File: src/rtl/stopwatch_pkg.sv
// Shared constants for the stopwatch display path: segment patterns, widths,
// readback FSM states and the BCD-to-binary helper.
package stopwatch_pkg;

  localparam int DIGIT_W = 4;
  localparam int VALUE_W = 13;
  localparam int SEG_W   = 7;

  // Segment order bit6=a .. bit0=g, active-high
  localparam logic [SEG_W-1:0] SEG_0 = 7'h7E;
  localparam logic [SEG_W-1:0] SEG_1 = 7'h30;
  localparam logic [SEG_W-1:0] SEG_2 = 7'h6D;
  localparam logic [SEG_W-1:0] SEG_3 = 7'h79;
  localparam logic [SEG_W-1:0] SEG_4 = 7'h33;
  localparam logic [SEG_W-1:0] SEG_5 = 7'h5B;
  localparam logic [SEG_W-1:0] SEG_6 = 7'h5F;
  localparam logic [SEG_W-1:0] SEG_7 = 7'h70;
  localparam logic [SEG_W-1:0] SEG_8 = 7'h7F;
  localparam logic [SEG_W-1:0] SEG_9 = 7'h7B;

  typedef enum logic [1:0] {
    ST_UNSYNC  = 2'd0,
    ST_SYNCING = 2'd1,
    ST_LOCKED  = 2'd2
  } sync_state_e;

  function automatic logic [VALUE_W-1:0] bcd_to_value(
    input logic [DIGIT_W-1:0] a,
    input logic [DIGIT_W-1:0] b,
    input logic [DIGIT_W-1:0] c,
    input logic [DIGIT_W-1:0] d
  );
    return (VALUE_W'(a) * 13'd1000) + (VALUE_W'(b) * 13'd100) +
           (VALUE_W'(c) * 13'd10) + VALUE_W'(d);
  endfunction

endpackage

File: src/rtl/seg7_digit_decode.sv
// Combinational 7-segment to BCD decoder; only exact patterns are accepted.
module seg7_digit_decode
  import stopwatch_pkg::*;
(
  input  logic [SEG_W-1:0]   seg_i,
  output logic [DIGIT_W-1:0] digit_o,
  output logic               valid_o
);

  always_comb begin
    digit_o = 4'd0;
    valid_o = 1'b1;
    case (seg_i)
      SEG_0:   digit_o = 4'd0;
      SEG_1:   digit_o = 4'd1;
      SEG_2:   digit_o = 4'd2;
      SEG_3:   digit_o = 4'd3;
      SEG_4:   digit_o = 4'd4;
      SEG_5:   digit_o = 4'd5;
      SEG_6:   digit_o = 4'd6;
      SEG_7:   digit_o = 4'd7;
      SEG_8:   digit_o = 4'd8;
      SEG_9:   digit_o = 4'd9;
      default: valid_o = 1'b0;
    endcase
  end

endmodule

File: src/rtl/seg7_time_decoder.sv
// Readback monitor for the stopwatch display: samples four segment buses, rebuilds
// the count and classifies each frame as hold / step / wrap / clear / error.
module seg7_time_decoder
  import stopwatch_pkg::*;
#(
  parameter int MAX_COUNT   = 5999,
  parameter int SYNC_FRAMES = 2,
  parameter int ERR_W       = 8
) (
  input  logic               clock,
  input  logic               reset,
  input  logic [SEG_W-1:0]   seg_a,
  input  logic [SEG_W-1:0]   seg_b,
  input  logic [SEG_W-1:0]   seg_c,
  input  logic [SEG_W-1:0]   seg_d,
  input  logic               clr_err,
  output logic [VALUE_W-1:0] value,
  output logic               value_vld,
  output logic               step,
  output logic               wrap,
  output logic               clr_seen,
  output logic               seg_err,
  output logic               jump_err,
  output logic               locked,
  output logic [ERR_W-1:0]   err_count
);

  localparam int CNT_W = (SYNC_FRAMES < 2) ? 1 : $clog2(SYNC_FRAMES + 1);
  localparam logic [VALUE_W-1:0] MAX_V = VALUE_W'(MAX_COUNT);

  // S0: raw segment capture; the valid bit keeps reset-time garbage out of S2
  logic [SEG_W-1:0] seg_a_q, seg_b_q, seg_c_q, seg_d_q;
  logic             s0_vld_q;

  always_ff @(posedge clock or negedge reset) begin
    if (!reset) begin
      seg_a_q  <= 7'd0;
      seg_b_q  <= 7'd0;
      seg_c_q  <= 7'd0;
      seg_d_q  <= 7'd0;
      s0_vld_q <= 1'b0;
    end else begin
      seg_a_q  <= seg_a;
      seg_b_q  <= seg_b;
      seg_c_q  <= seg_c;
      seg_d_q  <= seg_d;
      s0_vld_q <= 1'b1;
    end
  end

  logic [DIGIT_W-1:0] dig_a_s, dig_b_s, dig_c_s, dig_d_s;
  logic               ok_a_s, ok_b_s, ok_c_s, ok_d_s;

  seg7_digit_decode u_dec_a (.seg_i(seg_a_q), .digit_o(dig_a_s), .valid_o(ok_a_s));
  seg7_digit_decode u_dec_b (.seg_i(seg_b_q), .digit_o(dig_b_s), .valid_o(ok_b_s));
  seg7_digit_decode u_dec_c (.seg_i(seg_c_q), .digit_o(dig_c_s), .valid_o(ok_c_s));
  seg7_digit_decode u_dec_d (.seg_i(seg_d_q), .digit_o(dig_d_s), .valid_o(ok_d_s));

  logic [DIGIT_W-1:0] dig_a_q, dig_b_q, dig_c_q, dig_d_q;
  logic               frame_ok_q, s1_vld_q;
  logic               frame_ok_d;

  always_comb begin
    frame_ok_d = ok_a_s & ok_b_s & ok_c_s & ok_d_s & (dig_a_s <= 4'd5);
  end

  always_ff @(posedge clock or negedge reset) begin
    if (!reset) begin
      dig_a_q    <= 4'd0;
      dig_b_q    <= 4'd0;
      dig_c_q    <= 4'd0;
      dig_d_q    <= 4'd0;
      frame_ok_q <= 1'b0;
      s1_vld_q   <= 1'b0;
    end else begin
      dig_a_q    <= dig_a_s;
      dig_b_q    <= dig_b_s;
      dig_c_q    <= dig_c_s;
      dig_d_q    <= dig_d_s;
      frame_ok_q <= frame_ok_d;
      s1_vld_q   <= s0_vld_q;
    end
  end

  // S2: value_q doubles as the previous value, since it only moves on valid frames
  sync_state_e        state_q, state_d;
  logic [CNT_W-1:0]   sync_cnt_q, sync_cnt_d;
  logic [VALUE_W-1:0] value_q, value_d, cur_value_s;
  logic               value_vld_q, value_vld_d;
  logic               step_q, step_d, wrap_q, wrap_d, clr_seen_q, clr_seen_d;
  logic               seg_err_q, seg_err_d, jump_err_q, jump_err_d;
  logic               locked_q, locked_d;
  logic [ERR_W-1:0]   err_count_q, err_count_d;
  logic               is_hold_s, is_inc_s, is_wrap_s, is_zero_s, is_legal_s;

  always_comb begin
    cur_value_s = bcd_to_value(dig_a_q, dig_b_q, dig_c_q, dig_d_q);
    is_hold_s   = (cur_value_s == value_q);
    is_inc_s    = (cur_value_s == (value_q + 13'd1));
    is_zero_s   = (cur_value_s == 13'd0);
    is_wrap_s   = (value_q == MAX_V) && is_zero_s;
    is_legal_s  = is_hold_s | is_inc_s | is_wrap_s | is_zero_s;

    state_d     = state_q;
    sync_cnt_d  = sync_cnt_q;
    value_d     = value_q;
    value_vld_d = value_vld_q;
    step_d      = 1'b0;
    wrap_d      = 1'b0;
    clr_seen_d  = 1'b0;
    seg_err_d   = 1'b0;
    jump_err_d  = 1'b0;

    if (!s1_vld_q) begin
      value_vld_d = 1'b0;
    end else if (!frame_ok_q) begin
      seg_err_d   = 1'b1;
      value_vld_d = 1'b0;
      state_d     = ST_UNSYNC;
      sync_cnt_d  = '0;
    end else begin
      value_d     = cur_value_s;
      value_vld_d = 1'b1;
      case (state_q)
        ST_UNSYNC: begin
          sync_cnt_d = CNT_W'(1);
          state_d    = (SYNC_FRAMES <= 1) ? ST_LOCKED : ST_SYNCING;
        end
        ST_SYNCING: begin
          if (is_legal_s) begin
            sync_cnt_d = sync_cnt_q + CNT_W'(1);
            state_d    = ((int'(sync_cnt_q) + 1) >= SYNC_FRAMES) ? ST_LOCKED : ST_SYNCING;
          end else begin
            sync_cnt_d = CNT_W'(1);
            state_d    = ST_SYNCING;
          end
        end
        ST_LOCKED: begin
          // wrap must be tested before the generic zero case
          if (is_hold_s) begin
            state_d = ST_LOCKED;
          end else if (is_inc_s) begin
            step_d = 1'b1;
          end else if (is_wrap_s) begin
            step_d = 1'b1;
            wrap_d = 1'b1;
          end else if (is_zero_s) begin
            clr_seen_d = 1'b1;
          end else begin
            jump_err_d = 1'b1;
          end
        end
        default: begin
          state_d    = ST_UNSYNC;
          sync_cnt_d = '0;
        end
      endcase
    end

    locked_d = (state_d == ST_LOCKED);

    if (clr_err) begin
      err_count_d = {ERR_W{1'b0}};
    end else if ((seg_err_d | jump_err_d) && (err_count_q != {ERR_W{1'b1}})) begin
      err_count_d = err_count_q + {{(ERR_W-1){1'b0}}, 1'b1};
    end else begin
      err_count_d = err_count_q;
    end
  end

  always_ff @(posedge clock or negedge reset) begin
    if (!reset) begin
      state_q     <= ST_UNSYNC;
      sync_cnt_q  <= '0;
      value_q     <= 13'd0;
      value_vld_q <= 1'b0;
      step_q      <= 1'b0;
      wrap_q      <= 1'b0;
      clr_seen_q  <= 1'b0;
      seg_err_q   <= 1'b0;
      jump_err_q  <= 1'b0;
      locked_q    <= 1'b0;
      err_count_q <= {ERR_W{1'b0}};
    end else begin
      state_q     <= state_d;
      sync_cnt_q  <= sync_cnt_d;
      value_q     <= value_d;
      value_vld_q <= value_vld_d;
      step_q      <= step_d;
      wrap_q      <= wrap_d;
      clr_seen_q  <= clr_seen_d;
      seg_err_q   <= seg_err_d;
      jump_err_q  <= jump_err_d;
      locked_q    <= locked_d;
      err_count_q <= err_count_d;
    end
  end

  assign value     = value_q;
  assign value_vld = value_vld_q;
  assign step      = step_q;
  assign wrap      = wrap_q;
  assign clr_seen  = clr_seen_q;
  assign seg_err   = seg_err_q;
  assign jump_err  = jump_err_q;
  assign locked    = locked_q;
  assign err_count = err_count_q;

endmodule

File: config.mk
export PLATFORM = sky130hd
export DESIGN_NAME = seg7_time_decoder
export DESIGN_NICKNAME = d
export VERILOG_FILES = /design/src/rtl/stopwatch_pkg.sv /design/src/rtl/seg7_digit_decode.sv /design/src/rtl/seg7_time_decoder.sv
export SDC_FILE = /design/constraint.sdc
export NUM_CORES = 1
export LEC_CHECK = 0
export ABC_AREA = 1
export CAP_MARGIN = 30
export CORE_MARGIN = 5
export CORE_UTILIZATION = 45
export DETAILED_ROUTE_END_ITERATION = 12
export GPL_TIMING_DRIVEN = 0
export PLACE_DENSITY = 0.65
export SLEW_MARGIN = 20
export SYNTH_ARGS = -nofsm -noshare
export SYNTH_HDL_FRONTEND = slang
export SYNTH_SLANG_ARGS = --single-unit
File: constraint.sdc
create_clock -name clock -period 10.22 [get_ports clock]
set_input_delay 2.044 -clock clock [delete_from_list [all_inputs] [get_ports clock]]
set_output_delay 2.044 -clock clock [all_outputs]
set_load 0.01 [all_outputs]
Word-level counts from Yosys, hierarchy flattened
Cells that the tools add are included.
Word-level totals
  bits in registers: 79
  output and inout bits: 28
Cells by class
  $add $sub $neg: 7
  $mul: 3
  magnitude comparators: 2
  equality and inequality tests: 48
  mux-type cells: 48
  bitwise operators: 8
  reductions and logical operators: 11
Operators by type and width (count)
  $eq A7 B7 Y1 const B: 32
  $pmux W4 S9: 4
  $eq A7 B6 Y1 const B: 8
  $reduce_or A10 Y1: 4
  $mux W1: 33
  $eq A13 B13 Y1: 2
  $mux W8: 2
  $mux W2: 7
  $add A13 B1 Y13 const B: 1
  $add A13 B11 Y13: 1
  $add A13 B4 Y13: 1
  $add A13 B8 Y13: 1
  $eq A13 B13 Y1 const B: 1
  $logic_not A13 Y1: 1
  $pmux W2 S3: 2
  $mul A4 B7 Y10 const B: 1
  $mul A4 B5 Y9 const B: 1
  $add A8 B1 Y8 const B: 1
  $ne A8 B8 Y1 const B: 1
  $mul A4 B3 Y7 const B: 1
  $and A1 B1 Y1: 4
  $eq A2 B2 Y1 const B: 2
  $le A4 B3 Y1 const B: 1
  $or A1 B1 Y1: 4
  other kinds (9): 11

Depth between registers and ports, before layout
  depth in word-level cells: 16
  gate-level depth with buffers: 30

Modules after synthesis
A second synthesis with hierarchy kept.
Unflattened totals
  cells, all modules: 813
  area total of the unflattened synthesis: 5968.2 um^2
By module, submodules not included
  seg7_time_decoder: times used 1, cells each 609, area an instance 5107.4 um^2
  seg7_digit_decode: times used 4, cells each 51, area an instance 215.2 um^2

Least setup slack after synthesis
No wires, ideal clock.
  kind: reg2reg
  from: register dig_a_q[1]
  to: register err_count_q[6], in the netlist err_count[6]
  arrival time: 4.762 ns
  slack: 5.340 ns
  cell stages (with the launch flop): 29
  clock period less this slack: 4.880 ns
  path through: dfrtp_1 > fa_1 > inv_1 > fa_1 > inv_1 > ha_1 > nand2_1 > nor2_1 > a211oi_1 > xor2_1 > ha_1 > ha_1 > ha_1 > nand2_1 > inv_1 > a21oi_1 > nand2_1 > nand2_1 > nand2_1 > nand2_1 > nand2_1 > nand3_1 > nor2_1 > nor2_1 > nand3_2 > nand2_4 > nand2_4 > nand3_1 > nand2_1
Between the ends
  cells in the longest elaborated chain, start to end: 15
  elaborated cells on any way between the ends: 18
  classes of those cells: add/sub (3); mul (1); eq/ne (2); mux (7); bitwise (1); reduce/logical (4)
Ends and longest elaborated chain
  from (decl): line seg7_time_decoder.sv:59  | logic [DIGIT_W-1:0] dig_a_q, dig_b_q, dig_c_q, dig_d_q;
  from (signal assigned): line seg7_time_decoder.sv:76  | dig_a_q <= dig_a_s;
  $mul A4 B7 Y10 *: line stopwatch_pkg.sv:33  | return (VALUE_W'(a) * 13'd1000) + (VALUE_W'(b) * 13'd100) +
  $add A13 B11 Y13 *: line stopwatch_pkg.sv:33
  $add A13 B8 Y13 *: line stopwatch_pkg.sv:33
  $add A13 B4 Y13 *: line stopwatch_pkg.sv:34  | (VALUE_W'(c) * 13'd10) + VALUE_W'(d);
  $logic_not A13 Y1: line seg7_time_decoder.sv:100  | is_zero_s = (cur_value_s == 13'd0);
  $mux W1 or $logic_and A1 B1 Y1 (tied branches): line seg7_time_decoder.sv:147, seg7_time_decoder.sv:101
  $mux W1: line seg7_time_decoder.sv:144  | end else if (is_wrap_s) begin
  $mux W1: line seg7_time_decoder.sv:142  | end else if (is_inc_s) begin
  $mux W1 *: line seg7_time_decoder.sv:140  | if (is_hold_s) begin
  $mux W1 *: line seg7_time_decoder.sv:124  | case (state_q)
  $mux W1 *: line seg7_time_decoder.sv:116  | end else if (!frame_ok_q) begin
  $mux W1 *: line seg7_time_decoder.sv:114  | if (!s1_vld_q) begin
  $or A1 B1 Y1 *: line seg7_time_decoder.sv:164  | end else if ((seg_err_d | jump_err_d) && (err_count_q != {ERR_W{1'b1}})) begin
  $logic_and A1 B1 Y1 *: line seg7_time_decoder.sv:164
  $reduce_bool A2 Y1 (no source line) *
  to (signal assigned): line seg7_time_decoder.sv:183  | err_count_q <= {ERR_W{1'b0}};
  to (signal assigned): line seg7_time_decoder.sv:195  | err_count_q <= err_count_d;
  to (decl): line seg7_time_decoder.sv:93  | logic [ERR_W-1:0] err_count_q, err_count_d;
Mark *: on every way between the ends. The rest lies on a longest branch, timed or not.
A chain may end at the register's enable or synchronous reset.

Worst setup path in the final report
  from: register dig_a_q[1]
  to: register err_count_q[5], in the netlist err_count[5]
The elaborated chain is that of the path after synthesis.

==> metrics.txt <==
Area growth syn-to-layout 19.24%; pwr dens 109.3 nW/um2; Post-CTS Hold Buffers 0; Initial Util 46.23%; nature of the critical path endpoint flop; clk_lat worst skew 0.34 ns; I/O pin total 59; DR vias/cell 5.094; TritonRoute pass-1 iters 5; hold path cells 0; hold path startpoint s0_vld_q; vias in the first global route 5191; # fillers 1201; GR Util All Layers 19.22%; CTS Buffer Depth 2; Fmax 178.7 MHz; R2R cell count 25; First DRT Iteration DRCs 275; Die ar. 15400 um2; Avg WL per Cell 12.91 um; Final Hold Viols 0; r2r endpoint err_count[5]; fin. max-slew vios 0; Yosys reg bits 79; clock slew at reported path FFs 0.06 ns; Worst VDD drop 133.9 uV; crit share post-route 54.76%; HPWL after DPL 10840 um; Worst Path Arrival 5.88 ns; CTS H-tree depth 3; Critical Path RT 10.50 ns; number of buffers created by CTS 9; final WL 13360 um; max-cap viol count 0; Die Width 124.1 um; LEAKAGE 0.003734 uW; multi-input logic area 3322 um2; placed cells 1019; Mapped Nets 886; worst r2r src dig_a_q[1]; setup repair bufs after CTS 0; FF/Latch Area 1977 um2; antenna violations before repair 0; Worst Setup Path Type flop to flop; post-route setup slack 4.623 ns; Netlist cell types 35; final instance area 6985 um2; total congestion overflow 0; RSZ-0062 raised after global routing no; EDFF count, synth 0; asr flop ratio synth 100.0%; yosys warns 0; share of layout cells above drive strength 1 3.940%; most frequent cell after synthesis nand2_1; Post-Synthesis Cells 788; Final Instance Count excl. Fillers 1035; status complete, no violations; CTS tree done; Synth area leaders dfrtp_1, nand2_1, ha_1, inv_1, nand3_1; dpl ws 4.615 ns; number of cell rows 41; clock period minus worst slack 5.597 ns; Final nets 956; setup TNS 0 ns; post-CTS resize count 0; Buffers on Ports 58; DIE HEIGHT 124.1 um; GP Congestion 0.9979; placed cell areas 6679 um2; first-pass GRT wire length 23610 um; antenna cells 0; Remaining DRCs 0; Clock Skew 0.007009 ns; top cells by count, synth nand2_1, inv_1, nand3_1; post-route ant nets 0; Reg2Reg Setup Slack 4.62 ns; final setup fails 0; Root Buffer clkbuf_16; critical path fanouts, max 9; post-synth top area share 33.75%; clock sink count 79; via count 5272; CP Launch Type flop; area of the mapped netlist 5858 um2; Hold Path End s1_vld_q; ys flop type dfrtp_1; Syn Area/Cell 7.434 um2; core area 12670 um2; largest net degree at the start of global routing 49; Synth area leader dfrtp_1; Worst Hold Class flop to flop; register area share after synthesis 33.75%
cells by family (layout without fill, tap and decap cells):
kind of cell / after synthesis / count (layout) / share of synthesized area (%)
DFF: 79 / 79 / 33.75
adders and majority gates: 67 / 67 / 16.49
xor gates and xnor gates: 23 / 23 / 3.439
and+or+nand+nor: 426 / 426 / 32.12
other: 1 / 1 / 0.06401
buffers and inverters: 148 / 223 / 9.547
AOI/OAI and AO/OA: 44 / 44 / 4.592
cells in the final DEF (no fill, tap or decap), types with 9 or more instances in the layout:
master,count
a21oi_1,10
clkbuf_16,9
clkdlybuf4s50_1,57
dfrtp_1,79
fa_1,17
ha_1,50
inv_1,144
nand2_1,209
nand3_1,86
nand4_1,18
nor2_1,65
nor3_1,21
nor4_1,10
o21ai_0,18
xor2_1,17
worst max-delay path by stage:
stage	from	end	slack (ns)	depth (start not counted)
global placement	reset	value[12]	4.43	1
detailed placement	dig_a_q[1]	err_count[2]	4.62	25
CTS	dig_a_q[1]	err_count[5]	4.56	25
global route	dig_a_q[1]	locked	4.07	25
floorplan	dig_a_q[1]	err_count[6]	5.34	28
finish	dig_a_q[1]	err_count[5]	4.62	25
routing by layer:
layer / share of wire, % / vias up / track usage (%)
met4: 2.0 / 0 / 7.050
li1: - / 2664 / -
met3: 4.5 / 25 / 3.497
met5: 0 / - / 0
met1: 45 / 2457 / 24.97
met2: 48 / 126 / 32.09
registers in the layout, indices dropped and copies added (netlist names), 4 cells and up:
register,cells
dig_b_q,4
err_count,8
dig_d_q,4
seg_d_q,7
seg_a_q,7
value,13
dig_c_q,4
seg_b_q,7
seg_c_q,7
dig_a_q,4
final cells by class:
type / count / share of cell area [%]
Clock buffer: 10 / 3.421
Buffer: 3 / 0.2149
Timing Repair Buffer: 59 / 8.669
Inverter: 145 / 7.792
Clock inverter: 6 / 0.9672
Multi-Input combinational cell: 561 / 47.56
Tap cell: 172 / 3.081
Sequential cell: 79 / 28.30
critical path, stage by stage (launching register included):
cell	delay [ns]
dfrtp_1	0.48
fa_1	0.69
inv_1	0.09
fa_1	0.51
inv_1	0.04
ha_1	0.34
nand2_1	0.08
nor2_1	0.04
a211oi_1	0.30
xor2_1	0.19
ha_1	0.25
ha_1	0.30
ha_1	0.37
nand2_1	0.12
inv_1	0.04
a21oi_1	0.23
nand2_1	0.11
nand2_1	0.09
nand2_1	0.11
nor4_1	0.34
nand3_1	0.25
nand3_2	0.19
nand2_4	0.11
nand2_4	0.12
nand3_1	0.08
nand2_1	0.06
where the power goes:
| group | total, uW | switching [uW] | internal [uW] |
|---|---|---|---|
| Clock | 328 | 131 | 197 |
| Sequential | 329 | 8.01 | 321 |
| Combinational | 107 | 65.0 | 42.0 |
| Total | 764 | 204 | 560 |
per-stage QoR:
| step | power (uW) | util (%) | hold slack [ns] |
|---|---|---|---|
| floorplan | 400.4 | - | 0.3312 |
| global placement | 437.4 | 52.51 | 0.3314 |
| detailed placement | 442.0 | 52.71 | 0.3465 |
| CTS | 773.6 | 55.13 | 0.3605 |
| global route | 802.5 | 55.13 | 0.3670 |
| finish | 763.8 | 55.13 | 0.3569 |
Note: power is estimated with default switching activity, not from simulation.
